`config.mk`:
```
export PLATFORM = sky130hd
export DESIGN_NAME = sync_fifo_param
export DESIGN_NICKNAME = d
export VERILOG_FILES = /design/src/rtl/sync_fifo_param.sv
export SDC_FILE = /design/constraint.sdc
export NUM_CORES = 1
export LEC_CHECK = 0
export ABC_AREA = 1
export CAP_MARGIN = 10
export CORE_MARGIN = 2
export CORE_UTILIZATION = 40
export DETAILED_ROUTE_END_ITERATION = 8
export HOLD_SLACK_MARGIN = 0.1
export PLACE_DENSITY = 0.58
export SETUP_SLACK_MARGIN = 0.1
export SYNTH_ARGS = -nofsm -noshare
export SYNTH_HDL_FRONTEND = slang
export SYNTH_SLANG_ARGS = --single-unit
```
`constraint.sdc`:
```
create_clock -name clk_i -period 3.1 [get_ports clk_i]
set_input_delay 0.93 -clock clk_i [delete_from_list [all_inputs] [get_ports clk_i]]
set_output_delay 0.93 -clock clk_i [all_outputs]
set_load 0.02 [all_outputs]
```
`src/rtl/sync_fifo_param.sv`:
```
// sync_fifo_param: parametrised single-clock FIFO with level flags, occupancy and sticky errors
module sync_fifo_param #(
   parameter int DATA_W = 8,
   parameter int DEPTH  = 16,
   parameter int AF_LVL = 14,
   parameter int AE_LVL = 2,
   localparam int CW = $clog2(DEPTH + 1),
   localparam int AW = $clog2(DEPTH)
) (
   input  logic              clk_i,
   input  logic              rst_ni,
   input  logic              clr_i,
   input  logic              wr_i,
   input  logic [DATA_W-1:0] din_i,
   input  logic              rd_i,
   output logic [DATA_W-1:0] dout_o,
   output logic              dout_valid_o,
   output logic              full_o,
   output logic              empty_o,
   output logic              almost_full_o,
   output logic              almost_empty_o,
   output logic [CW-1:0]     count_o,
   output logic              overflow_o,
   output logic              underflow_o
);
   logic [DATA_W-1:0] mem_q [DEPTH];
   logic [AW-1:0]     wptr_q, wptr_d, rptr_q, rptr_d;
   logic [CW-1:0]     count_q, count_d;
   logic [DATA_W-1:0] dout_q, dout_d;
   logic              dv_q, dv_d, ovf_q, ovf_d, udf_q, udf_d;
   logic              wr_acc, rd_acc;

   assign full_o         = count_q == CW'(DEPTH);
   assign empty_o        = count_q == '0;
   assign almost_full_o  = count_q >= CW'(AF_LVL);
   assign almost_empty_o = count_q <= CW'(AE_LVL);
   assign count_o        = count_q;
   assign dout_o         = dout_q;
   assign dout_valid_o   = dv_q;
   assign overflow_o     = ovf_q;
   assign underflow_o    = udf_q;

   // flush overrides both requests so nothing is written or read that cycle
   assign wr_acc = wr_i & ~full_o & ~clr_i;
   assign rd_acc = rd_i & ~empty_o & ~clr_i;

   always_comb begin
      wptr_d  = clr_i ? '0 : wptr_q + AW'(wr_acc);
      rptr_d  = clr_i ? '0 : rptr_q + AW'(rd_acc);
      count_d = clr_i ? '0 : count_q + CW'(wr_acc) - CW'(rd_acc);
      dout_d  = rd_acc ? mem_q[rptr_q] : dout_q;
      dv_d    = rd_acc;
      ovf_d   = ~clr_i & (ovf_q | (wr_i & full_o));
      udf_d   = ~clr_i & (udf_q | (rd_i & empty_o));
   end

   always_ff @(posedge clk_i or negedge rst_ni) begin
      if (!rst_ni) begin
         wptr_q  <= '0;
         rptr_q  <= '0;
         count_q <= '0;
         dout_q  <= '0;
         dv_q    <= 1'b0;
         ovf_q   <= 1'b0;
         udf_q   <= 1'b0;
      end else begin
         wptr_q  <= wptr_d;
         rptr_q  <= rptr_d;
         count_q <= count_d;
         dout_q  <= dout_d;
         dv_q    <= dv_d;
         ovf_q   <= ovf_d;
         udf_q   <= udf_d;
      end
   end

   always_ff @(posedge clk_i)
      if (wr_acc) mem_q[wptr_q] <= din_i;
endmodule

```
---- After elaboration in Yosys (flattened, before gate mapping) ----
Memory sizes are Yosys's and may differ from the RTL's. A register that Yosys moved wholly into a read port is not among the register bits.
Index checks and enable logic that the tools add are counted.
cells by class
  add/sub/neg operators ................... 4
  magnitude comparators ................... 2
  muxes and demuxes ....................... 5
  reductions and logical operators ........ 2
  equal/unequal tests ..................... 1
  bitwise operators ....................... 13
operator list
  operator                                                                             number
  4-bit by 1-bit adder with 4-bit output                                               2
  1-bit bitwise AND                                                                    8
  4-bit two-way mux                                                                    2
  5-bit by 1-bit adder with 5-bit output                                               1
  5-bit equality test, second input constant                                           1
  5-bit by 4-bit greater-or-equal comparator with 1-bit output, second input constant  1
  5-bit by 2-bit less-or-equal comparator with 1-bit output, second input constant     1
  5-bit logical NOT                                                                    1
  5-bit two-way mux                                                                    1
  5-bit by 1-bit subtractor with 5-bit output                                          1
  1-bit inverter                                                                       3
  1-bit two-way mux                                                                    2
  1-bit OR                                                                             2
  1-bit logical NOT                                                                    1
word-level totals
  bits in registers ....................... 16
  input bits .............................. 13
  RAM bits ................................ 128
  logic and storage cells ................. 34
  memories kept ........................... 1
  output and inout bits ................... 20
memory list
  name   words  width  read ports  clocked after Yosys merged registers in  wr ports  RTL line  source
  mem_q  16     8      1           1                                        1         26        logic [DATA_W-1:0] mem_q [DEPTH];

---- Longest topological paths before layout ----
Gate-level depths: netlist (run 1).
  depth in word-level cells ............... 7
  gate-level depth with buffers ........... 16
  gate-level depth less buffers ........... 16

---- Least setup slack after synthesis (run 1) ----
Ideal clock, no wire load.
  path type ............................... register to register
  start ................................... register count_q[2] (netlist: count_o[2])
  end ..................................... register count_q[4] (netlist: count_o[4])
  setup time .............................. 0.124 ns
  buffers on the path ..................... 0
  required time ........................... 2.976 ns
  slack ................................... 0.505 ns
  data arrival time ....................... 2.471 ns
  stages on the path, launching flop included .. 17
  clock period less this slack ............ 2.595 ns
  path through ............................ dfrtp_1 > inv_1 > ha_1 > nand4_2 > nand2_2 > nor2_4 > inv_4 > nor2_4 > inv_2 > nand2_1 > ha_1 > inv_1 > fa_1 > o21ai_0 > a21oi_1 > o21ai_0 > a21oi_1
between the ends
  elaborated cells between the ends (all ways) .. 11
  classes of those cells .................. add/sub: 2; eq/ne: 1; mux: 1; bitwise: 6; reduce/logical: 1
RTL lines
  item                                         RTL line  source
  start: declaration                           28        logic [CW-1:0] count_q, count_d;
  start signal: assignment                     69        count_q <= count_d;
  5-bit logical NOT                            34        assign empty_o = count_q == '0;
  1-bit inverter                               45        assign rd_acc = rd_i & ~empty_o & ~clr_i;
  1-bit bitwise AND (2 in a row)               45
  named net dv_d                               30        logic dv_q, dv_d, ovf_q, ovf_d, udf_q, udf_d;
  5-bit by 1-bit subtractor with 5-bit output  50        count_d = clr_i ? '0 : count_q + CW'(wr_acc) - CW'(rd_acc);
  5-bit two-way mux                            50
  named net count_d[4]                         28
The timed path passes the listed nets, and every way through them passes these cells.

---- Worst setup path after layout (run 1) ----
  start ................................... register count_q[1] (netlist: count_o[1])
  end ..................................... output port almost_full_o
between the ends
  cells in the longest elaborated chain, start to end .. 1
ends and longest elaborated chain
  item                                                          RTL line  source
  5-bit by 4-bit greater-or-equal comparator with 1-bit output  35        assign almost_full_o = count_q >= CW'(AF_LVL);
  end: declaration                                              20        output logic almost_full_o,
No other way between the ends.

==> results.yml, run 1 <==
timing:
  finalSetupViolCount: 0
  rsz0062_at_grt: "no"
  min_period_over_period_pct: 91.0
  hold_viol_final: 0
  tns_ns: 0
  clock.fmax_mhz: 355
  tightest_slew_ns: 0.834
  min_period_ns: 2.82
  fin_skew_ns: 0.00620
  slew_violations: 0
  maxSlewHeadroom_pct: 44.2
clock_network:
  cts_inserted_buffers: 17
  clk_root_buffer_cell: "clkbuf_16"
  holdBufCountCts: 0
  cts_sinks: 152
  clockBufferDepth: 2
  post-cts-setup-buffers: 0
  cts-resized-gates: 2
  htreeDepth: 4
  cts_tree: "done"
  clock_latency_ns: 0.42
  cts.clk_slew.worst_paths_ns: 0.05
yosys:
  async_flop_share_pct: 15.8
  postSynthCellCount: 673
  syn_area_per_cell_um2: 10.1
  syn_area_um2: 6810
  synthTopCellsByCount: "nand2_1 (201), edfxtp_1 (128), inv_1 (118)"
  synth_top_area_share_pct: 56.4
  ys_warn_count: 0
  synth_area_leader_cell: "edfxtp_1"
  synth_fp_nets: 701
  yosysMostFrequentCell: "nand2_1"
  yosysSeqAreaShare_pct: 65.2
  synth.distinct_cells: 23
  synth-seq-cells: 152
  ys.flop_type: "edfxtp_1"
  synth_enable_flop_cells: 128
  synth.area.top_cells: "edfxtp_1 (56%), nand2_1 (11%), dfrtp_1 (8.8%)"
detailed_routing:
  met1_length_mm: 6.92
  wl_met3_um: 543
  wl_met2_mm: 7.60
  drt-total-wl_mm: 15.4
  first_pass_iters: 5
  drt_iter0_drc: 360
  via_per_inst: 4.78
  routed.top_layer: "met4"
  drtAntennaViolNets: 0
  routed-via-count: 4598
  drcViolationCount: 0
  wl_per_cell_um: 16.0
floorplan:
  initial_core_util_pct: 40.9
  core-area_um2: 16600
  die_h_um: 135
  die_area_um2: 18100
  ios: 33
  die_w_um: 135
  row_count: 47
worst_setup_path:
  timing.reg2reg.worst_path_depth: 16
  cp-end-kind: "output pin"
  startpoint_type: "flop"
  crit_type: "flop to output pin"
  arrival_ns: 1.89
  cp.required_ns: 2.17
  worstPathMaxFanout: 6
grt:
  overflow: 0
  grt_pass1_wl_mm: 24.6
  antenna_found_initial: 0
  grt_max_degree: 63
  grt_use_total_pct: 18.3
  grt_pass1_vias: 4616
final_layout:
  multi_input_area_um2: 1730
  n_antenna_cell: 0
  final_nets: 756
  areaGrowthSynthToFinish_pct: 19.1
  drive_above_1_share_pct: 9.04
  fin_util_pct: 48.8
  n_fill_cell: 1541
  register_area_um2: 4450
power_and_ir_drop:
  powerDensity_nw_per_um2: 734
  ir_drop_v: 0.000447
  p_leak_nw: 3.57
run_status:
  status: "completed"
placed_design:
  gp_congestion: 0.824
  portBuffers: 32
  dp_hpwl_mm: 9.77
job:
  cap_violations: 0
hold_path:
  hold_class: "flop to flop"
  min_path_cells: 2
[routing by layer]
metal  track usage [%]  up-vias
li1                  -     2267
met1              23.3     2217
met2              31.1       86
met3              3.42       28
met4              6.90        0
met5                 0        -
[cell type report]
cell class              count  share of cell area (%)
clock inverters             8                    2.07
repair buffers             61                    6.78
multi-input cells         371                    21.3
flip-flops and latches    152                    54.8
inverters                 125                    5.81
clock buffers              24                    5.93
well taps                 220                    3.39
[stage by stage]
step / total power, mW / cell area [um2] / hold WS (ns) / std cells / worst slack, ns
floorplan: 3.25 / 6810 / 0.551 / 673 / 0.505
global placement: 3.73 / 7470 / 0.474 / 929 / 0.0578
detailed placement: 3.77 / 7470 / 0.469 / 929 / -0.0463
CTS: 6.00 / 8120 / 0.488 / 961 / 0.131
global route: 6.21 / 8120 / 0.514 / 961 / 0.136
finish: 5.96 / 8120 / 0.484 / 961 / 0.279
[final timing paths]
path	from	endpoint	slack, ns
min in group asynchronous	rst_ni	dout_valid_o	0.87
hold reg to reg	dout_o[5]	dout_o[5]	0.48
setup reg to reg	count_o[2]	count_o[4]	0.47
setup / recovery	count_o[1]	almost_full_o	0.28
hold / removal	dout_o[5]	dout_o[5]	0.48
max in group asynchronous	rst_ni	rptr_q[0]	1.97
[cells by family after synthesis]
logic type / count (synthesis) / share of synthesized area [%]
xor gates and xnor gates: 2 / 0.257
AOI/OAI and AO/OA: 18 / 1.36
DFF: 152 / 65.2
adders and majority gates: 15 / 2.86
and+or+nand+nor: 336 / 20.8
buffers and inverters: 150 / 9.46
[worst max-delay path: stages, from the launching register on]
cell             delay, ns
dfrtp_1               0.48
ha_1                  0.24
a21oi_1               0.14
nand2_1               0.07
clkdlybuf4s50_1       0.54
[sequential cells by signal, summed over array words and instances, names as in the netlist]
name and flops:
wptr_q 4, mem_q 128, dout_o 8, count_o 5
rptr_q 4, underflow_o 1, overflow_o 1, dout_valid_o 1
[cells in the final DEF (no fill, tap or decap)]
cell             instances
nand2_1                201
edfxtp_1               128
inv_1                  118
nand3_1                104
clkdlybuf4s50_1         29
buf_4                   28
nor2_1                  26
dfrtp_1                 23
clkbuf_16               17
ha_1                    14
a21oi_1                 10
o21ai_0                  7
inv_2                    5
bufinv_16                5
clkbuf_1                 4
clkbuf_8                 3
nor2_4                   2
xnor2_1                  2
clkinv_1                 2
dlygate4sd2_1            2
nand4_1                  1
nand4_2                  1
nand2_2                  1
inv_4                    1
o21a_1                   1
fa_1                     1
clkinv_4                 1
clkinv_2                 1
dlymetal6s2s_1           1
buf_12                   1
dfrtp_2                  1
[report_power, final]
| group | internal (mW) | total, mW | switching [mW] |
|---|---|---|---|
| combinational | 0.472 | 1.27 | 0.797 |
| clock | 1.49 | 2.25 | 0.759 |
| sequential | 2.33 | 2.44 | 0.106 |
| total | 4.29 | 5.96 | 1.66 |
Power figures use the tool's default switching activity.
==> run 2, diff against run 1 <==
--- a/config.mk
+++ b/config.mk
@@ -10,8 +10,9 @@
 export CORE_MARGIN = 2
 export CORE_UTILIZATION = 40
 export DETAILED_ROUTE_END_ITERATION = 8
+export DONT_BUFFER_PORTS = 1
 export HOLD_SLACK_MARGIN = 0.1
-export PLACE_DENSITY = 0.58
+export PLACE_DENSITY = 0.55
 export SETUP_SLACK_MARGIN = 0.1
 export SYNTH_ARGS = -nofsm -noshare
 export SYNTH_HDL_FRONTEND = slang
==> run 2 against run 1 <==
  * Power is 8.9% lower
  * Sequential power is 3% higher
  * First-iteration DRC count is 12% lower
  * Register-to-register slack worse by 0.09 ns
  * Worst setup slack better by 0.10 ns
  * Critical path depth is 12 higher
  * Final cell count is 4.8% lower
  * Largest cell class unchanged
==> results.yml, run 2 (synthesis results as in run 1) <==
run_status:
  status: "completed"
detailed_routing:
  drt_iter0_drc: 317
  wl_per_cell_um: 16.3
  first_pass_iters: 4
  drtAntennaViolNets: 0
  routed-via-count: 4337
  drcViolationCount: 0
  drt-total-wl_mm: 15.0
  via_per_inst: 4.74
clock_network:
  holdBufCountCts: 0
  htreeDepth: 4
  clockBufferDepth: 2
  cts-resized-gates: 0
  cts_inserted_buffers: 17
  cts_sinks: 152
  cts_tree: "done"
  cts.clk_slew.worst_paths_ns: 0.06
  post-cts-setup-buffers: 0
  clock_latency_ns: 0.42
  clk_root_buffer_cell: "clkbuf_16"
power_and_ir_drop:
  ir_drop_v: 0.000613
  p_switching_mw: 1.64
  combPwrFrac_pct: 16.5
  powerDensity_nw_per_um2: 713
  power.share.sequential_pct: 46.4
  p_clk_share_pct: 37.1
  p_leak_nw: 3.32
  swShare_pct: 30.3
  internal_power_mw: 3.78
  report.power.total_mw: 5.43
timing:
  tns_ns: 0
  hold_viol_final: 0
  min_period_over_period_pct: 87.7
  finalSetupViolCount: 0
  tightest_slew_ns: 0.982
  slew_violations: 0
  clock.fmax_mhz: 368
  fin_skew_ns: 0.00614
  min_period_ns: 2.72
  maxSlewHeadroom_pct: 34.4
  rsz0062_at_grt: "no"
final_layout:
  drive_above_1_share_pct: 8.20
  n_fill_cell: 1557
  final_nets: 710
  top_register: "mem_q"
  areaGrowthSynthToFinish_pct: 11.7
  multi_input_area_um2: 1730
  register_area_um2: 4450
  final_common_cell: "nand2_1"
  n_antenna_cell: 0
  largest_reg_flops: 128
  layout.cells.most_common_list: "nand2_1 (201), edfxtp_1 (128), inv_1 (118), nand3_1 (104), nor2_1 (26)"
job:
  cap_violations: 0
floorplan:
  die_h_um: 135
  core-area_um2: 16600
  row_count: 47
  initial_core_util_pct: 40.9
  ios: 33
  die_w_um: 135
  die_area_um2: 18100
grt:
  antenna_found_initial: 0
  grt_pass1_vias: 4381
  grt_pass1_wl_mm: 24.0
  grt_use_total_pct: 17.9
  overflow: 0
  grt_max_degree: 66
worst_setup_path:
  critPathMaxStageDelay_ns: 0.44
  path_buf_inv: 4
  crit_type: "flop to flop"
  cp.required_ns: 3.41
  arrival_ns: 3.03
  cp-end-kind: "flop"
  worstPathMaxFanout: 10
  crit_slowest_cell: "dfrtp_2"
  cp_top_family: "adder cells"
  crit_chain: "inv_1 > ha_1 > nand4_2 > nand2_2 > nor2_4 > inv_4 > nor2_4 > inv_2 > nand2_1 > ha_1 > inv_1 > fa_1 > o21ai_0 > a21oi_1 > o21ai_0 > a21oi_1"
  startpoint_type: "flop"
placed_design:
  dp_hpwl_mm: 9.64
  portBuffers: 0
  gp_congestion: 0.817
hold_path:
  hold_class: "primary input to async pin"
==> run 2: changes by cell type in the layout (fill, tap and decap cells not counted), moves of 3 or more <==
cell / change
clkbuf_8: -3
buf_4: -13
clkbuf_1: -4
bufinv_16: -3
clkinv_4: +3
clkdlybuf4s50_1: -29
==> run 2: worst register-to-register path, stage by stage (launching register included) <==
cell	delay, ns
dfrtp_2	0.44
inv_1	0.11
ha_1	0.21
nand4_2	0.11
nand2_2	0.09
nor2_4	0.22
inv_4	0.10
nor2_4	0.12
inv_2	0.05
nand2_1	0.06
ha_1	0.17
inv_1	0.06
fa_1	0.39
o21ai_0	0.18
a21oi_1	0.09
o21ai_0	0.15
a21oi_1	0.06
==> run 2: power by group through the flow <==
| stage | combinational [mW] | sequential, mW | clock, mW |
|---|---|---|---|
| after floorplan | 0.710 | 2.54 | 0 |
| after global placement | 0.885 | 2.56 | 0 |
| after detailed placement | 0.900 | 2.56 | 0 |
| after CTS | 0.903 | 2.52 | 2.05 |
| after global routing | 1.01 | 2.53 | 2.14 |
| final | 0.893 | 2.52 | 2.02 |
==> run 2: stage by stage <==
stage,setup WS [ns],utilization [%],hold slack [ns],instance area [um2],instances
6_report,0.380,45.7,0.199,7610,915
5_1_grt,0.126,45.7,0.175,7610,915
4_1_cts,0.280,45.7,0.179,7610,915
3_5_place_dp,0.304,42.2,0.617,7030,883
3_3_place_gp,0.355,42.2,0.621,7030,883
2_1_floorplan,0.505,-,0.551,6810,673
==> run 2: area by class of cell <==
class | count | share of cell area [%]
flip-flops and latches | 152 | 58.4
multi-input cells | 371 | 22.7
inverters | 125 | 6.20
clock buffers | 17 | 5.59
well taps | 220 | 3.62
clock inverters | 15 | 2.01
repair buffers | 15 | 1.48
==> run 2: worst paths after layout <==
path / endpoint / slack [ns] / startpoint / depth (start not counted)
hold / removal: rptr_q[0] / 0.20 / rst_ni / 0
setup / recovery: count_o[4] / 0.38 / count_o[3] / 16
setup reg to reg: count_o[4] / 0.38 / count_o[3] / 16
hold reg to reg: dout_o[3] / 0.62 / dout_o[3] / 2
min in group clk_i: overflow_o / 0.56 / clr_i / 1
max in group asynchronous: count_o[3] / 2.81 / rst_ni / 0
==> run 2: routing by layer <==
layer	vias to the layer above	global-route usage (%)	wire [um]
met5	-	0	0
met4	0	7.78	413
met3	27	3.94	554
met2	74	29.1	7270
met1	2064	23.3	6720
li1	2172	-	-
==> run 3, diff against run 2 <==
--- a/config.mk
+++ b/config.mk
@@ -7,12 +7,12 @@
 export LEC_CHECK = 0
 export ABC_AREA = 1
 export CAP_MARGIN = 10
-export CORE_MARGIN = 2
-export CORE_UTILIZATION = 40
+export CORE_MARGIN = 1.5
+export CORE_UTILIZATION = 50
 export DETAILED_ROUTE_END_ITERATION = 8
 export DONT_BUFFER_PORTS = 1
 export HOLD_SLACK_MARGIN = 0.1
-export PLACE_DENSITY = 0.55
+export PLACE_DENSITY = 0.66
 export SETUP_SLACK_MARGIN = 0.1
 export SYNTH_ARGS = -nofsm -noshare
 export SYNTH_HDL_FRONTEND = slang
==> run 3 against run 2 <==
  * Combinational power decreased by 1%
  * Worst setup slack improved by 0.049 ns
  * Via count increased by 1.9%
  * Clock-buffer cell count unchanged
  * Hold slack improved by 0.00091 ns
  * Utilization increased by 12 points
  * Largest cell class unchanged
==> results.yml, run 3 (synthesis results as in run 1) <==
detailed_routing:
  via_per_inst: 5.08
  drt-total-wl_mm: 14.5
  drcViolationCount: 0
  first_pass_iters: 5
  routed-via-count: 4420
  drtAntennaViolNets: 0
  drt_iter0_drc: 348
  wl_per_cell_um: 16.6
worst_setup_path:
  cp.required_ns: 3.41
  critPathMaxStageDelay_ns: 0.46
  crit_type: "flop to flop"
  crit_chain: "inv_1 > ha_1 > nand4_2 > nand2_2 > nor2_4 > inv_4 > nor2_4 > inv_2 > nand2_1 > ha_1 > inv_1 > fa_1 > o21ai_0 > a21oi_1 > o21ai_0 > a21oi_1"
  startpoint_type: "flop"
  worstPathMaxFanout: 9
  arrival_ns: 2.98
  cp-end-kind: "flop"
  crit_slowest_cell: "dfrtp_2"
final_layout:
  areaGrowthSynthToFinish_pct: 12.0
  largest_reg_flops: 128
  layout.cells.most_common_list: "nand2_1 (201), edfxtp_1 (128), inv_1 (118), nand3_1 (104), nor2_1 (26)"
  final_nets: 710
  drive_above_1_share_pct: 8.07
  top_register: "mem_q"
  final_common_cell: "nand2_1"
  n_antenna_cell: 0
clock_network:
  clock_latency_ns: 0.42
  htreeDepth: 4
  cts_inserted_buffers: 17
  holdBufCountCts: 0
  clockBufferDepth: 2
  cts.clk_slew.worst_paths_ns: 0.06
  cts_tree: "done"
  cts_sinks: 152
  clk_root_buffer_cell: "clkbuf_16"
timing:
  fin_skew_ns: 0.00508
  min_period_ns: 2.67
  min_period_over_period_pct: 86.2
  rsz0062_at_grt: "no"
  setup_ws_ns: 0.429
  clock.fmax_mhz: 374
  tns_ns: 0
  slew_violations: 0
  hold_viol_final: 0
  finalSetupViolCount: 0
  tightest_slew_ns: 0.689
  maxSlewHeadroom_pct: 54.0
hold_path:
  hold_class: "primary input to async pin"
floorplan:
  die_w_um: 120
  die_h_um: 120
  core-area_um2: 13300
  row_count: 42
  ios: 33
  initial_core_util_pct: 51.3
  die_area_um2: 14300
power_and_ir_drop:
  p_leak_nw: 3.34
  combPwrFrac_pct: 15.5
  ir_drop_v: 0.000714
  internal_power_mw: 4.09
  report.power.total_mw: 5.69
  powerDensity_nw_per_um2: 745
  swShare_pct: 28.0
  power.share.sequential_pct: 44.4
  p_clk_share_pct: 40.1
  p_switching_mw: 1.59
placed_design:
  dp_hpwl_mm: 9.37
  portBuffers: 0
  gp_congestion: 0.867
  pre_cts_ws_ns: 0.211
grt:
  antenna_found_initial: 0
  grt_pass1_vias: 4452
  grt_max_degree: 66
  overflow: 0
  grt_pass1_wl_mm: 23.4
  grt_use_total_pct: 22.3
job:
  cap_violations: 0
run_status:
  status: "completed"
## run 3: changes by cell type in the layout (fill, tap and decap cells not counted)
| cell | change |
|---|---|
| bufinv_16 | +4 |
| clkinv_4 | -3 |
| clkinv_2 | -2 |
| clkinv_1 | +1 |
| dfrtp_1 | -1 |
| dfrtp_2 | +1 |
| inv_8 | -1 |
## run 3: cell type report
type                            instances  area [um2]
Fill cell                            1128        5660
Sequential cell                       152        4450
Multi-Input combinational cell        371        1730
Inverter                              125         472
Clock buffer                           17         425
Clock inverter                         14         229
Tap cell                              176         220
Timing Repair Buffer                   15         113
## run 3: critical path: cells and delay by family, from the launching register on
family	cells	cell delay, ns
flip-flops	1	0.46
AND/OR/NAND/NOR	5	0.50
adder cells (fa/ha/maj)	3	0.79
buffers and inverters	4	0.29
AO/OA/AOI/OAI	4	0.51
## run 3: per-stage QoR
stage | util (%) | area (um2) | hold WS (ns) | instances
after CTS | 57.3 | 7620 | 0.172 | 869
final | 57.4 | 7630 | 0.200 | 870
after floorplan | - | 6810 | 0.551 | 673
after detailed placement | 52.4 | 6970 | 0.610 | 838
after global placement | 52.4 | 6970 | 0.609 | 838
after global routing | 57.4 | 7630 | 0.172 | 870
## run 3: metal layers
| layer | part of all wire (%) | global-route usage [%] | routed length (um) |
|---|---|---|---|
| met2 | 50 | 35.9 | 7190 |
| met3 | 5.2 | 6.13 | 753 |
| met1 | 43 | 28.7 | 6190 |
| met5 | 0 | 0 | 0 |
| met4 | 2.4 | 9.23 | 342 |
## run 3: what timing repair did
action,CTS,global route
buffers inserted,0,1
setup endpoints to repair,0,1
resized for setup,0,2
## run 3: worst paths after layout
kind	from	endpoint	slack, ns	cells past startpoint
max	count_o[2]	count_o[4]	0.43	16
min	rst_ni	dout_o[1]	0.20	0
max reg2reg	count_o[2]	count_o[4]	0.43	16
min reg2reg	underflow_o	underflow_o	0.62	2
max in group asynchronous	rst_ni	count_o[2]	2.82	0
min in group clk_i	clr_i	underflow_o	0.56	1
## run 3: power groups by stage
stage / clock network [mW] / registers [mW] / logic, mW
finish: 2.28 / 2.53 / 0.881
global route: 2.39 / 2.54 / 1.01
CTS: 2.31 / 2.52 / 0.875
detailed placement: 0 / 2.56 / 0.872
global placement: 0 / 2.56 / 0.849
floorplan: 0 / 2.54 / 0.710
==> RTL change, RTL diff (config.mk and constraints of run 2) <==
`DATA_W`: 8 -> 7.
--- a/src/rtl/sync_fifo_param.sv
+++ b/src/rtl/sync_fifo_param.sv
@@ -1,5 +1,5 @@
 // sync_fifo_param: parametrised single-clock FIFO with level flags, occupancy and sticky errors
 module sync_fifo_param #(
-   parameter int DATA_W = 8,
+   parameter int DATA_W = 7,
    parameter int DEPTH  = 16,
    parameter int AF_LVL = 14,
Ports: changed (resized din_i and dout_o); port bits go from 33 to 31. The function was not compared with the original's and may differ.
==> RTL change against run 2 <==
  * Setup slack worse by 0.071 ns
  * Wire length is 10% lower
  * Sequential cell count is 17 lower
  * Clock power is 8% lower
  * Design area is 11% lower
  * Power is 8.6% lower
  * Synthesized area is 11% lower
  * Combinational power is 0.4% higher
  * Sequential share of layout area is 0.39 points lower
  * Largest power group unchanged
==> RTL change: results (changes against run 2) <==
stage	metric	value	unit	change
clock_network	cts_root_buffer	clkbuf_16		
final_layout	nNetsFinal	638		-10%
place	globalplace.congestion	0.853		+4.5%
synth	ys_seq_area_share	65.0	%	-0.21 points
global_routing	grt_pass1_wl	20900	µm	-13%
detailed_routing	drt_iter0_drc	306		-3.5%
worst_setup_path	worstPathMaxFanout	8		-2
global_routing	grt_pass1_vias	3846		-12%
place	hpwl	8740	µm	-9.3%
synth	synth_edf_count	112		-13%
synth	synthXorXnorAreaFrac	0.289	%	+0.032 points
synth	synth_area	6060	µm²	-11%
synth	syn_inst	605		-10%
final_layout	drive_gt1_share	6.58	%	-1.6 points
pwr	peakVddDrop	0.416	mV	-32%
worst_setup_path	cp_slowest_stage_delay	0.41	ns	-0.03 ns
place	post-place-cells	774		-12%
synth	ys_types	23		unchanged
worst_setup_path	crit_family	adder cells		
final_layout	largest_register_ffs	112		-13%
synth	async_reset_ff_share	17.0	%	+1.2 points
detailed_routing	wl_per_cell	16.6	µm	+1.6%
run_status	status	finished clean		
synth	synth_mux_area_share	0	%	unchanged
pwr	p_sw_share	29.2	%	-1.1 points
final_layout	antenna_cells	0		unchanged
worst_setup_path	cp_slowest_cell	fa_1		
worst_setup_path	crit_arrival	3.10	ns	+0.07 ns
detailed_routing	firstDrtPassIters	5		+1
pwr	clock_power	1.85	mW	-8%
global_routing	track_usage	17.7	%	-0.26 points
clock_network	clk_pin_slew	0.06	ns	about the same
hold_path	hp-class	input pin to async pin		
synth	synth_compound_area_share	1.57	%	+0.21 points
synth	dominantRegCellSynth	edfxtp_1		
pwr	leakagePower	2.97	nW	-10%
detailed_routing	vias_per_cell	4.84		+2.1%
global_routing	grt_start_max_net_pins	58		-12%
detailed_routing	wirelength	13400	µm	-10%
synth	yosys-top-cells-count	nand2_1 (178), edfxtp_1 (112), inv_1 (109)		
synth	syn_nets	632		-9.8%
synth	synth_area_leaders	edfxtp_1 (56%), nand2_1 (11%), dfrtp_1 (9.5%)		
final_layout	regMostFlops	mem_q		
pwr	p_comb_share	18.1	%	+1.6 points
timing	fin_worst_skew	0.0107	ns	+0.00452 ns
synth	ys_warn_count	0		unchanged
place	dpl-instance-area	6230	µm²	-11%
clock_network	cts_max_level	4		unchanged
synth	synthAdderAreaFrac	3.22	%	+0.36 points
timing	max_slew_margin	56.5	%	+22 points
RTL change: per-layer routing:
metal  track usage (%)  share of wire (%)
met1              24.2                 46
met2              27.7                 48
met3              3.52                3.9
met4              7.43                2.0
met5                 0                  0
RTL change: what timing repair did:
item	CTS	global route
resized for setup	0	1
setup endpoints to repair	0	1
setup buffers	0	2
RTL change: final cells by class:
cell class	count	area, µm²
clock buffer	19	433
clock inverter	12	111
fill	1394	7860
inverter	113	424
multi-input combinational	335	1570
sequential	135	3940
tap	184	230
timing repair buffer	9	80.1
RTL change: cells by family after synthesis:
logic type,after synthesis
AOI/OAI and AO/OA,18
xor gates and xnor gates,2
adders and majority gates,15
buffers and inverters,135
DFF,135
and+or+nand+nor,300
RTL change: final timing paths:
kind | endpoint | start | slack [ns] | depth (start not counted)
worst max-delay path | count_o[4] | count_o[2] | 0.31 | 15
max in group asynchronous | count_o[0] | rst_ni | 2.81 | 0
min in group clk_i | underflow_o | clr_i | 0.56 | 1
worst max register to register | count_o[4] | count_o[2] | 0.31 | 15
worst min register to register | wptr_q[3] | wptr_q[3] | 0.62 | 2
worst min-delay path | dout_o[4] | rst_ni | 0.20 | 0
RTL change: through the flow:
stage / power [mW] / hold slack [ns] / util (%) / setup WS, ns
floorplan: 2.91 / 0.551 / - / 0.404
global placement: 3.12 / 0.610 / 42.5 / 0.288
detailed placement: 3.14 / 0.615 / 42.5 / 0.190
global route: 5.20 / 0.186 / 46.4 / 0.141
finish: 4.96 / 0.197 / 46.4 / 0.309
CTS: 4.99 / 0.187 / 46.2 / 0.303
